--- src/rtl/ifu_mem_bridge.sv ---
// Instruction-fetch bridge: issues sequential fetch requests and buffers {pc, inst} for the core.
// Optional misaligned-redirect checking is enabled with IFU_BRIDGE_MISALIGN_CHK_EN.
module ifu_mem_bridge #(
   parameter int unsigned       ADDR_W     = 64,
   parameter int unsigned       INST_W     = 32,
   parameter int unsigned       FIFO_DEPTH = 2,
   parameter logic [ADDR_W-1:0] RESET_PC   = ADDR_W'(64'h8000_0000)
) (
   input  logic              clk,
   input  logic              rst,
   input  logic              redirect_valid_i,
   input  logic [ADDR_W-1:0] redirect_pc_i,
   output logic              inst_valid_o,
   input  logic              inst_ready_i,
   output logic [INST_W-1:0] inst_o,
   output logic [ADDR_W-1:0] pc_o,
   output logic              mem_req_valid_o,
   input  logic              mem_req_ready_i,
   output logic [ADDR_W-1:0] mem_req_addr_o,
   input  logic              mem_rsp_valid_i,
   input  logic [INST_W-1:0] mem_rsp_data_i,
   output logic              fetch_err_o
);

   localparam int unsigned       PtrW      = (FIFO_DEPTH > 1) ? $clog2(FIFO_DEPTH) : 1;
   localparam int unsigned       CntW      = PtrW + 1;
   localparam logic [CntW-1:0]   DepthCnt  = CntW'(FIFO_DEPTH);
   localparam logic [ADDR_W-1:0] PcStep    = ADDR_W'(4);
   localparam logic [ADDR_W-1:0] AlignMask = ~ADDR_W'(3);

   typedef enum logic [1:0] {StIdle, StReq, StWait} state_e;

   state_e              state_q, state_d;
   logic [ADDR_W-1:0]   fetch_pc_q, fetch_pc_d;
   logic [ADDR_W-1:0]   req_addr_q, req_addr_d;
   logic                drop_q, drop_d;
   logic                err_q, err_d;
   logic [PtrW-1:0]     wptr_q, wptr_d;
   logic [PtrW-1:0]     rptr_q, rptr_d;
   logic [CntW-1:0]     cnt_q, cnt_d;
   logic [INST_W-1:0]   fifo_inst_q [FIFO_DEPTH];
   logic [ADDR_W-1:0]   fifo_pc_q   [FIFO_DEPTH];

   logic [ADDR_W-1:0]   redir_pc;
   logic                redir_misalign;
   logic                push;
   logic                pop;
   logic                fifo_full;

`ifdef IFU_BRIDGE_MISALIGN_CHK_EN
   assign redir_pc       = redirect_pc_i;
   assign redir_misalign = |redirect_pc_i[1:0];
`else
   assign redir_pc       = redirect_pc_i & AlignMask;
   assign redir_misalign = 1'b0;
`endif

   assign fifo_full = (cnt_q >= DepthCnt);
   assign pop       = inst_valid_o && inst_ready_i;

   always_comb begin
      state_d    = state_q;
      fetch_pc_d = fetch_pc_q;
      req_addr_d = req_addr_q;
      drop_d     = drop_q;
      err_d      = err_q;
      push       = 1'b0;

      case (state_q)
         StIdle: begin
            if (!fifo_full && !redirect_valid_i && !err_q) begin
               state_d    = StReq;
               req_addr_d = fetch_pc_q;
            end
         end
         StReq: begin
            if (mem_req_ready_i) begin
               state_d = StWait;
               // A pending drop means fetch_pc already holds the redirect target.
               if (!drop_q) fetch_pc_d = fetch_pc_q + PcStep;
            end
            if (redirect_valid_i) drop_d = 1'b1;
         end
         StWait: begin
            if (mem_rsp_valid_i) begin
               state_d = StIdle;
               drop_d  = 1'b0;
               push    = !drop_q && !redirect_valid_i;
            end else if (redirect_valid_i) begin
               drop_d = 1'b1;
            end
         end
         default: state_d = StIdle;
      endcase

      if (redirect_valid_i) begin
         fetch_pc_d = redir_pc;
         err_d      = redir_misalign;
      end
   end

   always_comb begin
      wptr_d = wptr_q;
      rptr_d = rptr_q;
      cnt_d  = cnt_q;
      if (redirect_valid_i) begin
         wptr_d = '0;
         rptr_d = '0;
         cnt_d  = '0;
      end else begin
         if (push) wptr_d = wptr_q + PtrW'(1);
         if (pop)  rptr_d = rptr_q + PtrW'(1);
         cnt_d = cnt_q + CntW'(push) - CntW'(pop);
      end
   end

   always_ff @(posedge clk) begin
      if (!rst) begin
         state_q    <= StIdle;
         fetch_pc_q <= RESET_PC;
         req_addr_q <= '0;
         drop_q     <= 1'b0;
         err_q      <= 1'b0;
         wptr_q     <= '0;
         rptr_q     <= '0;
         cnt_q      <= '0;
      end else begin
         state_q    <= state_d;
         fetch_pc_q <= fetch_pc_d;
         req_addr_q <= req_addr_d;
         drop_q     <= drop_d;
         err_q      <= err_d;
         wptr_q     <= wptr_d;
         rptr_q     <= rptr_d;
         cnt_q      <= cnt_d;
      end
   end

   // Storage needs no reset: entries are only observable while counted.
   always_ff @(posedge clk) begin
      if (push) begin
         fifo_inst_q[wptr_q] <= mem_rsp_data_i;
         fifo_pc_q[wptr_q]   <= req_addr_q;
      end
   end

   assign inst_valid_o    = (cnt_q != '0);
   assign inst_o          = inst_valid_o ? fifo_inst_q[rptr_q] : '0;
   assign pc_o            = inst_valid_o ? fifo_pc_q[rptr_q] : '0;
   assign mem_req_valid_o = (state_q == StReq);
   assign mem_req_addr_o  = req_addr_q;
   assign fetch_err_o     = err_q;

endmodule

--- config.mk ---
export PLATFORM = sky130hd
export DESIGN_NAME = ifu_mem_bridge
export DESIGN_NICKNAME = d
export VERILOG_FILES = /design/src/rtl/ifu_mem_bridge.sv
export SDC_FILE = /design/constraint.sdc
export NUM_CORES = 1
export LEC_CHECK = 0
export CAP_MARGIN = 10
export CORE_MARGIN = 4
export CORE_UTILIZATION = 53
export CTS_BUF_LIST = sky130_fd_sc_hd__clkbuf_2 sky130_fd_sc_hd__clkbuf_4 sky130_fd_sc_hd__clkbuf_8
export CTS_CLUSTER_SIZE = 8
export DETAILED_ROUTE_END_ITERATION = 7
export PLACE_DENSITY_LB_ADDON = 0.05
export REMOVE_ABC_BUFFERS = 1
export SLEW_MARGIN = 20
export SYNTH_ARGS = -nofsm -noshare
export SYNTH_HDL_FRONTEND = slang
export SYNTH_SLANG_ARGS = --single-unit
--- constraint.sdc ---
create_clock -name clk -period 8.8 [get_ports clk]
set_clock_uncertainty 0.2 [all_clocks]
set_input_delay 1.76 -clock clk [delete_from_list [all_inputs] [get_ports clk]]
set_output_delay 1.76 -clock clk [all_outputs]
set_load 0.03 [all_outputs]
==> results by group, run 1 <==
Outcome
  • Status: finished clean

Pwr
  • PD cells: 194 nW/um2
  • Reg power frac: 51.5%
  • Clk pwr share: a little under two fifths
  • Leak Pwr: roughly 0.0055 uW
  • Max IR drop VDD: 0.000152 V
  • Sw Ratio: 24.1%
  • Combinational fraction of design power: 10.0%
  • Internal power: 2490 uW
  • Switching Power: 793 uW

Drt
  • Wire length per cell: 17.2 um
  • TritonRoute pass-1 iters: 5
  • Via/cell ratio: between 5 and 6
  • Drt total wl: roughly 30 mm
  • DR iter-0 viols: 567
  • Vias post-DR: between 9000 and 10000
  • ANT nets after route: 0
  • DRC violations left: 0

Yosys
  • Post-synthesis sequential area ratio: a little over three fifths
  • Synthesized cell area: 13100 um2
  • Post-synthesis simple-gate area fraction: 14.8%
  • Post-synthesis mux area share: between 7 and 8%
  • Synth Register Bits: 320
  • Post-synthesis adder-cell area fraction: 0.668%
  • Top cells by area, synth: edfxtp_1 (43%), dfxtp_1 (20%), mux2i_1 (7.5%)
  • Synth Area in Compound Gates: roughly 6.9%
  • Syn Area/Cell: 11.4 um2
  • Post-synth top area cell: edfxtp_1
  • Cell variety after synth: 48
  • Syn Inst Count: 1153
  • Largest family of logic cells by synthesized area: simple AND/OR/NAND/NOR gates
  • Post-synthesis xor/xnor area fraction: 4.01%
  • Ys Warns: 0
  • Top-area cell type share of the netlist area: a little over two fifths

CTS
  • Post-CTS Hold Buffers: 0
  • CTS root buffer: clkbuf_8
  • Max clock buf depth: 3
  • Clock buffer count from CTS: approximately 50
  • CTS tree: yes
  • PostCTS Resize Cnt: 0
  • Worst skew pair latency: 0.56 ns
  • Post-CTS Setup Repair Bufs: 0
  • CTS H-tree depth: 2
  • Reg clk slew, reported paths: approximately 0.06 ns
  • CTS sink cnt: 320

Timing
  • Final hold vios: 0
  • Fin crit period: between 5 and 6 ns
  • Worst-Margin Slew: 1.05 ns
  • RSZ-0062 raised after global routing: no
  • Final period util: about three fifths
  • Fin Setup TNS: 0 ns
  • Max Freq: 189 MHz
  • Setup violations, final: 0
  • Slew margin rel.: 30.1%
  • Final slew viol count: 0

Flow run
  • Max Cap Violations: 0

Global routing
  • Initial antenna violation count: 4
  • Total grt overflow: 0
  • Largest net degree at the start of global routing: 95
  • First-pass GRT wire length: 48.4 mm
  • Vias in the first global route: just over 9000
  • Gr usage total: 22.4%

Finish
  • Final instance area: ~17000 um2
  • P&R area growth vs syn: 29.2%
  • Proportion of layout cells with a drive suffix above 1: 8.73%
  • Leading cell type in the layout, fill and taps excluded: clkdlybuf4s50_1
  • Most frequent cells in the layout: clkdlybuf4s50_1 (256), edfxtp_1 (188), nand2_1 (158)
  • # nets final: 1512

Placed design
  • Placed cell areas: 15900 um2
  • Port Buffers: between 200 and 300
  • Detail Placement HPWL: 19.1 mm
  • GP Congestion: 0.810

Die
  • Initial Utilization: 53.9%
  • Die area: 27300 um2
  • # rows: between 50 and 60
  • Die height: 165 um
  • Core area: 24300 um2
  • I/O Pins: 265
  • Die W: 165 um

Worst setup path
  • Crit. End Element: output pin
  • Startpoint class of the critical path: flop
  • Worst EP required: slightly below 7 ns
  • Worst r2r path cells: 7
  • Crit Path Class: reg2out
  • Worst EP arrival: roughly 3.3 ns
  • Critical path peak fanout: 54
  • Worst R2R Setup Slack: 5.39 ns

Worst hold path
  • Hold Path Depth: 2
  • Worst hold path class: reg2reg
==> logic make-up (layout without fill, tap and decap cells) <==
logic type,Yosys count,count (layout)
compound gates,171,171
flops,320,320
xor+xnor,60,60
simple gates,406,406
fa+ha+maj,7,7
mux,98,98
buf+inv,90,377
other cells,1,6
==> cell type report <==
| cell class | count | area (um2) |
|---|---|---|
| Multi-Input combinational cell | 747 | 4470 |
| Clock buffer | 85 | 1000 |
| Clock inverter | 9 | 43.8 |
| Fill cell | 1829 | 7390 |
| Inverter | 16 | 60.1 |
| Sequential cell | 320 | 8290 |
| Antenna cell | 1 | 2.50 |
| Timing Repair Buffer | 267 | 2660 |
| Tap cell | 324 | 405 |
==> per-stage QoR <==
stage          cells  setup slack, ns  util [%]  hold WS, ns  power, uW
2_1_floorplan   1083             1.99         -        0.244       1890
3_3_place_gp    1673             3.66      65.2        0.257       2050
3_5_place_dp    1673             3.65      65.2        0.266       2050
4_1_cts         1767             3.36      69.5        0.273       3320
5_1_grt         1768             3.27      69.6        0.285       3430
6_report        1769             3.51      69.6        0.271       3280
==> Yosys cell counts, drive strengths merged <==
cell type	number
a211oi	9
a21oi	108
a311oi	2
a31oi	2
and2	3
and3	5
and4	6
and4b	1
buf	29
clkbuf	45
conb	1
dfxtp	132
edfxtp	188
ha	7
inv	16
mux2i	98
nand2	159
nand3	26
nand3b	1
nand4	18
nand4b	1
nor2	144
nor2b	1
nor3	16
nor3b	1
nor4	16
nor4b	2
o211a	1
o211ai	1
o21a	1
o21ai	47
or2	1
or3	4
or4	1
xnor2	43
xor2	17
==> final timing paths <==
kind / to / startpoint
setup reg to reg: fifo_pc_q[0][29] / state_q[0]
setup / recovery: inst_o[24] / flop
hold / removal: mem_req_addr_o[63] / fetch_pc_q[63]
hold reg to reg: mem_req_addr_o[63] / fetch_pc_q[63]
==> sequential cells by signal (all words and copies together) (netlist names), named ones only <==
| register | cells |
|---|---|
| fifo_pc_q | 124 |
| fifo_inst_q | 64 |
| fetch_pc_q | 62 |
| mem_req_addr_o | 62 |
| cnt_q | 2 |
| state_q | 2 |
| drop_q | 1 |
| rptr_q | 1 |
| wptr_q | 1 |
==> layer usage <==
layer / vias up / track usage, % / wire length, um
met3: 39 / 6.33 / 2530
met5: - / 0 / 59
li1: 4567 / - / -
met2: 299 / 36.9 / 14300
met1: 4324 / 29.6 / 13200
met4: 8 / 5.03 / 354
==> power groups by stage <==
stage	clock, uW	sequential [uW]	combinational, uW
floorplan	0	1750	145
global placement	0	1720	327
detailed placement	0	1720	332
CTS	1300	1690	334
global route	1370	1700	363
finish	1260	1690	330
==> critical path, stage by stage (launching register included) <==
cell             delay (ns)
dfxtp_4                0.84
buf_4                  0.85
mux2i_1                0.22
nor2_1                 0.13
clkdlybuf4s50_1        0.68
No activity file was read; power rests on OpenSTA's default activity.
==> inputs of run 2 (changes only) <==
==> constraint.sdc (replaced) <==
create_clock -name clk -period 5.4 [get_ports clk]
set_clock_uncertainty 0.2 [all_clocks]
set_input_delay 1.08 -clock clk [delete_from_list [all_inputs] [get_ports clk]]
set_output_delay 1.08 -clock clk [all_outputs]
set_load 0.03 [all_outputs]
==> results by group, run 2 (synthesis gave the netlist of run 1 again) <==
Die
  • Core area: 24300 um2 (unchanged)
  • Die W: 165 um (unchanged)
  • I/O Pins: 265 (unchanged)
  • Die height: 165 um (unchanged)
  • # rows: 57 (unchanged)
  • Die area: 27300 um2 (unchanged)
  • Initial Utilization: 53.9% (unchanged)

Pwr
  • Leak Pwr: 0.00560 uW (+0.93%)
  • PD cells: 319 nW/um2 (+64%)
  • Max IR drop VDD: 0.000247 V (+62%)

Placed design
  • GP Congestion: 0.815 (+0.70%)
  • Placed cell areas: 15900 um2 (+0.36%)
  • Dpl ws: 1.65 ns (-2.00 ns)
  • Port Buffers: 257 (unchanged)
  • Detail Placement HPWL: 19.9 mm (+3.7%)

CTS
  • Worst skew pair latency: 0.56 ns (about the same)
  • Clock buffer count from CTS: 51 (unchanged)
  • Post-CTS Setup Repair Bufs: 0 (unchanged)
  • CTS tree: yes
  • CTS sink cnt: 320 (unchanged)
  • Max clock buf depth: 3 (unchanged)
  • Post-CTS Hold Buffers: 0 (unchanged)
  • Reg clk slew, reported paths: 0.06 ns (about the same)
  • PostCTS Resize Cnt: 0 (unchanged)
  • CTS root buffer: clkbuf_8
  • CTS H-tree depth: 2 (unchanged)

Timing
  • Worst-Margin Slew: 0.997 ns (-0.0517 ns)
  • Final worst setup slack: 1.17 ns (-2.34 ns)
  • Slew margin rel.: 33.5% (+3.4 points)
  • Fin crit period: 4.23 ns
  • RSZ-0062 raised after global routing: no
  • Final hold vios: 0 (unchanged)
  • Max Freq: between 200 and 250 MHz
  • Final slew viol count: 0 (unchanged)
  • Final period util: 78.3%
  • Setup violations, final: 0 (unchanged)

Worst setup path
  • Worst EP required: 4.12 ns (-2.72 ns)
  • CP peak stage delay: 1.01 ns (+0.16 ns)
  • Crit. End Element: output pin
  • FF-to-FF Start: state_q[1]
  • Startpoint class of the critical path: flop
  • Critical path peak fanout: 53 (-1.9%)
  • Worst EP arrival: 2.95 ns (-0.38 ns)
  • Worst R2R Setup Slack: 2.59 ns (-2.80 ns)
  • Crit Path Class: reg2out
  • Top delay family on crit path: buffers and inverters
  • Worst path bufs/invs: 2 (unchanged)
  • Worst r2r path cells: 8 (+1)
  • Slowest CP cell: dfxtp_4
  • Worst R2R End: fetch_pc_q[62]
  • CP cell instances: buf_4 > mux2i_1 > nor2_1 > clkdlybuf4s50_1

Worst hold path
  • Hold_sp: mem_req_addr_o[30]
  • Worst hold path class: reg2reg
  • Hold Path Depth: 0 (-2)
  • Hold EP: fifo_pc_q[0][30]

Global routing
  • Gr usage total: 22.3% (-0.085 points)
  • Total grt overflow: 0 (unchanged)
  • Initial antenna violation count: 5 (+1)
  • Vias in the first global route: 9316 (+0.11%)
  • Largest net degree at the start of global routing: 69 (-27%)
  • First-pass GRT wire length: 48.4 mm (about the same)

Drt
  • DRC violations left: 0 (unchanged)
  • Drt total wl: 30.4 mm (-0.19%)
  • TritonRoute pass-1 iters: 5 (unchanged)
  • Wire length per cell: 17.1 um (-0.53%)
  • DR iter-0 viols: 487 (-14%)
  • Vias post-DR: 9324 (+0.94%)
  • Via/cell ratio: 5.25 (+0.60%)
  • ANT nets after route: 0 (unchanged)

Finish
  • Biggest regs: fifo_pc_q: 124 flops, fifo_inst_q: 64 flops
  • # nets final: 1517 (+0.33%)
  • Antenna diode count: 0 (-1)
  • Proportion of layout cells with a drive suffix above 1: 9.30% (+0.58 points)
  • Fin util: 70.0% (+0.38 points)
  • Biggest register: fifo_pc_q
  • Most frequent cells in the layout: clkdlybuf4s50_1 (256), edfxtp_1 (188), nand2_1 (158)
  • Largest register FFs: 124 (unchanged)
  • Leading cell type in the layout, fill and taps excluded: clkdlybuf4s50_1
  • Fill count: 1857 (+1.5%)
  • Final instance area: 17000 um2 (+0.55%)
  • P&R area growth vs syn: 29.9%

Outcome
  • Status: finished clean

Flow run
  • Max Cap Violations: 0 (unchanged)
[run 2: cell types whose count changed in the layout (fill, tap and decap cells not counted), sizes merged]
cell,previous run,this run
inv,17,16
buf,11,16
clkbuf,85,90
diode,1,0
clkinv,7,5
[run 2: cell type report]
| type | instances | area [um2] | area share [%] |
|---|---|---|---|
| Inverter | 16 | 61.3 | 0.360 |
| Tap cell | 324 | 405 | 2.38 |
| Clock inverter | 6 | 31.3 | 0.184 |
| Multi-Input combinational cell | 747 | 4470 | 26.3 |
| Sequential cell | 320 | 8290 | 48.7 |
| Timing Repair Buffer | 272 | 2690 | 15.8 |
| Clock buffer | 90 | 1070 | 6.28 |
[run 2: worst reg2reg max path: stages, from the launching register on]
cell and delay, ns:
dfxtp_1 0.33, inv_1 0.10, ha_1 0.29, nand4b_1 0.21
nor3_4 0.31, nand4_2 0.51, nor4_1 0.49, xnor2_1 0.17
o21ai_1 0.08
[run 2: worst max path at each step]
| stage | end | cells after the start | startpoint | slack (ns) |
|---|---|---|---|---|
| global placement | fifo_inst_q[1][28] | 5 | redirect_valid_i | 1.64 |
| floorplan | fifo_inst_q[0][0] | 4 | mem_rsp_valid_i | -0.73 |
| detailed placement | fifo_inst_q[1][28] | 5 | redirect_valid_i | 1.65 |
| global route | inst_o[19] | 4 | flop | 0.95 |
| CTS | inst_o[19] | 4 | flop | 1.09 |
| finish | inst_o[19] | 4 | flop | 1.17 |
[run 2: power breakdown]
group          total, uW  switching [uW]  internal (uW)
clock network       2130             897           1240
registers           2760            83.0           2670
logic                536             315            220
[run 2: per-layer routing]
metal	part of all wire (%)	routed length [um]	global-route usage (%)	vias up
met3	8.3	2520	6.40	37
met4	1.1	319	4.50	10
li1	-	-	-	4587
met1	43	13100	29.8	4412
met2	47	14300	36.6	278
met5	0.26	79	0	-
[run 2: per-stage QoR]
step	TNS, ns	hold slack, ns	instances	total power [uW]
detailed placement	0	0.265	1679	3350
floorplan	-69.17	0.244	1083	3090
global route	0	0.288	1775	5680
finish	0	0.270	1775	5430
CTS	0	0.265	1775	5490
global placement	0	0.255	1679	3330
==> inputs of run 3 (changes only) <==
--- a/config.mk
+++ b/config.mk
@@ -7,7 +7,7 @@
 export LEC_CHECK = 0
 export CAP_MARGIN = 10
 export CORE_MARGIN = 4
-export CORE_UTILIZATION = 53
+export CORE_UTILIZATION = 48
 export CTS_BUF_LIST = sky130_fd_sc_hd__clkbuf_2 sky130_fd_sc_hd__clkbuf_4 sky130_fd_sc_hd__clkbuf_8
 export CTS_CLUSTER_SIZE = 8
 export DETAILED_ROUTE_END_ITERATION = 7
==> constraint.sdc (replaced) <==
create_clock -name clk -period 3.5 [get_ports clk]
set_clock_uncertainty 0.2 [all_clocks]
set_input_delay 0.7 -clock clk [delete_from_list [all_inputs] [get_ports clk]]
set_output_delay 0.7 -clock clk [all_outputs]
set_load 0.03 [all_outputs]
==> results by group, run 3 (synthesis gave the netlist of run 1 again) <==
Die
  • Die W: 173 um (+4.8%)
  • Initial Utilization: 48.8% (-5.1 points)
  • Die area: 30000 um2 (+9.9%)
  • # rows: 60 (+5.3%)
  • Die height: 173 um (+4.8%)
  • I/O Pins: 265 (unchanged)
  • Core area: 26900 um2 (+11%)

CTS
  • CTS tree: yes
  • PostCTS Resize Cnt: 0 (unchanged)
  • CTS sink cnt: 320 (unchanged)
  • Max clock buf depth: 3 (unchanged)
  • Reg clk slew, reported paths: 0.06 ns (about the same)
  • CTS root buffer: clkbuf_8
  • Post-CTS Hold Buffers: 0 (unchanged)
  • CTS H-tree depth: 2 (unchanged)
  • Post-CTS Setup Repair Bufs: 0 (unchanged)
  • Clock buffer count from CTS: 53 (+3.9%)
  • Worst skew pair latency: 0.56 ns (about the same)

Worst setup path
  • Worst r2r path cells: 8 (unchanged)
  • FF-to-FF Start: state_q[1]
  • Crit Path Class: reg2out
  • Worst EP required: 2.60 ns (-1.52 ns)
  • Worst R2R End: fetch_pc_q[52]
  • Worst EP arrival: 2.43 ns (-0.52 ns)
  • WP depth: 4 (unchanged)
  • Critical path peak fanout: 20 (-62%)
  • CP cell instances: buf_4 > mux2i_1 > nor2_1 > clkdlybuf4s50_1
  • Crit. End Element: output pin
  • Top delay family on crit path: buffers and inverters
  • CP peak stage delay: 0.64 ns (-0.37 ns)
  • Startpoint class of the critical path: flop
  • Worst R2R Setup Slack: 0.84 ns (-1.75 ns)
  • Slowest CP cell: clkdlybuf4s50_1
  • Worst setup path endpoint: pc_o[55]
  • Worst path bufs/invs: 2 (unchanged)

Placed design
  • Port Buffers: 257 (unchanged)
  • Placed cells: 1706 (+1.6%)
  • Placed cell areas: 16100 um2 (+1.2%)
  • GP Congestion: 0.795 (-2.5%)
  • Dpl ws: 0.250 ns (-1.40 ns)
  • Detail Placement HPWL: 21.0 mm (+5.8%)

Drt
  • Wire length per cell: 17.7 um (+3.4%)
  • TritonRoute pass-1 iters: 4 (-1)
  • Via/cell ratio: 5.18 (-1.5%)
  • Drt total wl: 31.9 mm (+5.1%)
  • DRC violations left: 0 (unchanged)
  • Vias post-DR: 9344 (+0.21%)
  • ANT nets after route: 0 (unchanged)
  • DR iter-0 viols: 492 (+1.0%)

Global routing
  • Gr usage total: 20.7% (-1.6 points)
  • Met3 GRT Util: 5.52% (-0.89 points)
  • First-pass GRT wire length: 50.7 mm (+4.8%)
  • Total grt overflow: 0 (unchanged)
  • Most Used Layer, Global Route: met2
  • Vias in the first global route: 9398 (+0.88%)
  • Largest net degree at the start of global routing: 64 (-7.2%)
  • Initial antenna violation count: 4 (-1)
  • Met2 layer usage reported by global route: 33.2% (-3.4 points)
  • Met1 Usage GRT: 27.6% (-2.2 points)

Pwr
  • Max IR drop VDD: 0.000402 V (+63%)
  • Leak Pwr: 0.00569 uW (+1.5%)
  • Combinational fraction of design power: 10.2% (+0.3 points)
  • PD cells: 494 nW/um2 (+55%)
  • Internal power: 6480 uW (+57%)
  • Switching Power: 2050 uW (+58%)
  • Reg power frac: 49.9% (-0.9 points)
  • Sw Ratio: 24.0% (+0.13 points)
  • Clk pwr share: 39.9% (+0.6 points)

Finish
  • Finished Layout Cells: 1805 (+1.7%)
  • P&R area growth vs syn: 31.6%
  • Most frequent cells in the layout: clkdlybuf4s50_1 (256), edfxtp_1 (188), nand2_1 (158)
  • Biggest register: fifo_pc_q
  • Fin util: 64.2% (-5.8 points)
  • Biggest regs: fifo_pc_q: 124 flops, fifo_inst_q: 64 flops
  • Area of the multi-input gates: 4470 um2 (unchanged)
  • Register area: 8290 um2 (unchanged)
  • Largest register FFs: 124 (unchanged)
  • Fill count: 2179 (+17%)
  • Leading cell type in the layout, fill and taps excluded: clkdlybuf4s50_1
  • # nets final: 1529 (+0.79%)
  • Proportion of layout cells with a drive suffix above 1: 10.0% (+0.74 points)
  • Final instance area: 17200 um2 (+1.3%)

Timing
  • Final period util: 95.2%
  • Final worst setup slack: 0.168 ns (-1.00 ns)
  • RSZ-0062 raised after global routing: no
  • Final hold vios: 0 (unchanged)
  • Final slew viol count: 0 (unchanged)
  • Worst-Margin Slew: 0.664 ns (-0.333 ns)
  • Slew margin rel.: 55.7% (+22 points)
  • Fin Hold WS: 0.275 ns (+0.00474 ns)
  • Max Freq: 300 MHz
  • Fin crit period: 3.33 ns
  • Setup violations, final: 0 (unchanged)

Worst hold path
  • Hold_sp: fetch_pc_q[63]
  • Worst hold path class: reg2reg

Flow run
  • Max Cap Violations: 0 (unchanged)

Outcome
  • Status: finished clean
[run 3: cell type report]
class	instances	area share [%]
antenna	1	0.0145
clock buffer	89	6.19
clock inverter	9	0.421
inverter	16	0.355
multi-input combinational	747	25.9
sequential	320	48.1
tap	341	2.47
timing repair buffer	282	16.6
[run 3: how the worst min path moves through the flow]
stage               slack [ns]                  to  cells after the start
CTS                       0.28    fifo_pc_q[0][23]                      0
detailed placement        0.27    fifo_pc_q[0][30]                      0
global placement          0.26    fifo_pc_q[0][62]                      0
floorplan                 0.24  mem_req_addr_o[63]                      2
finish                    0.27  mem_req_addr_o[63]                      2
global route              0.29    fifo_pc_q[0][22]                      0
[run 3: per-stage QoR]
step	TNS, ns	power (uW)
after detailed placement	0	5210
after floorplan	-388.92	4760
final	0	8520
after global routing	0	8900
after CTS	0	8640
after global placement	0	5190
[run 3: tightest hold or removal path, cell delays in order, from the launching register on]
cell	delay, ns
dfxtp_1	0.32
nand2_1	0.06
a21oi_1	0.05
[run 3: metal layers]
metal  part of all wire, %  up-vias
met5                  0.13        -
met4                   2.9        6
met3                   6.3       74
met2                    46      272
met1                    45     4392
li1                      -     4600
[run 3: power groups by stage]
stage / Combinational [uW] / Clock, uW / Sequential (uW)
2_1_floorplan: 365 / 0 / 4400
3_5_place_dp: 874 / 0 / 4330
6_report: 868 / 3400 / 4250
3_3_place_gp: 864 / 0 / 4330
4_1_cts: 878 / 3510 / 4250
5_1_grt: 947 / 3680 / 4270
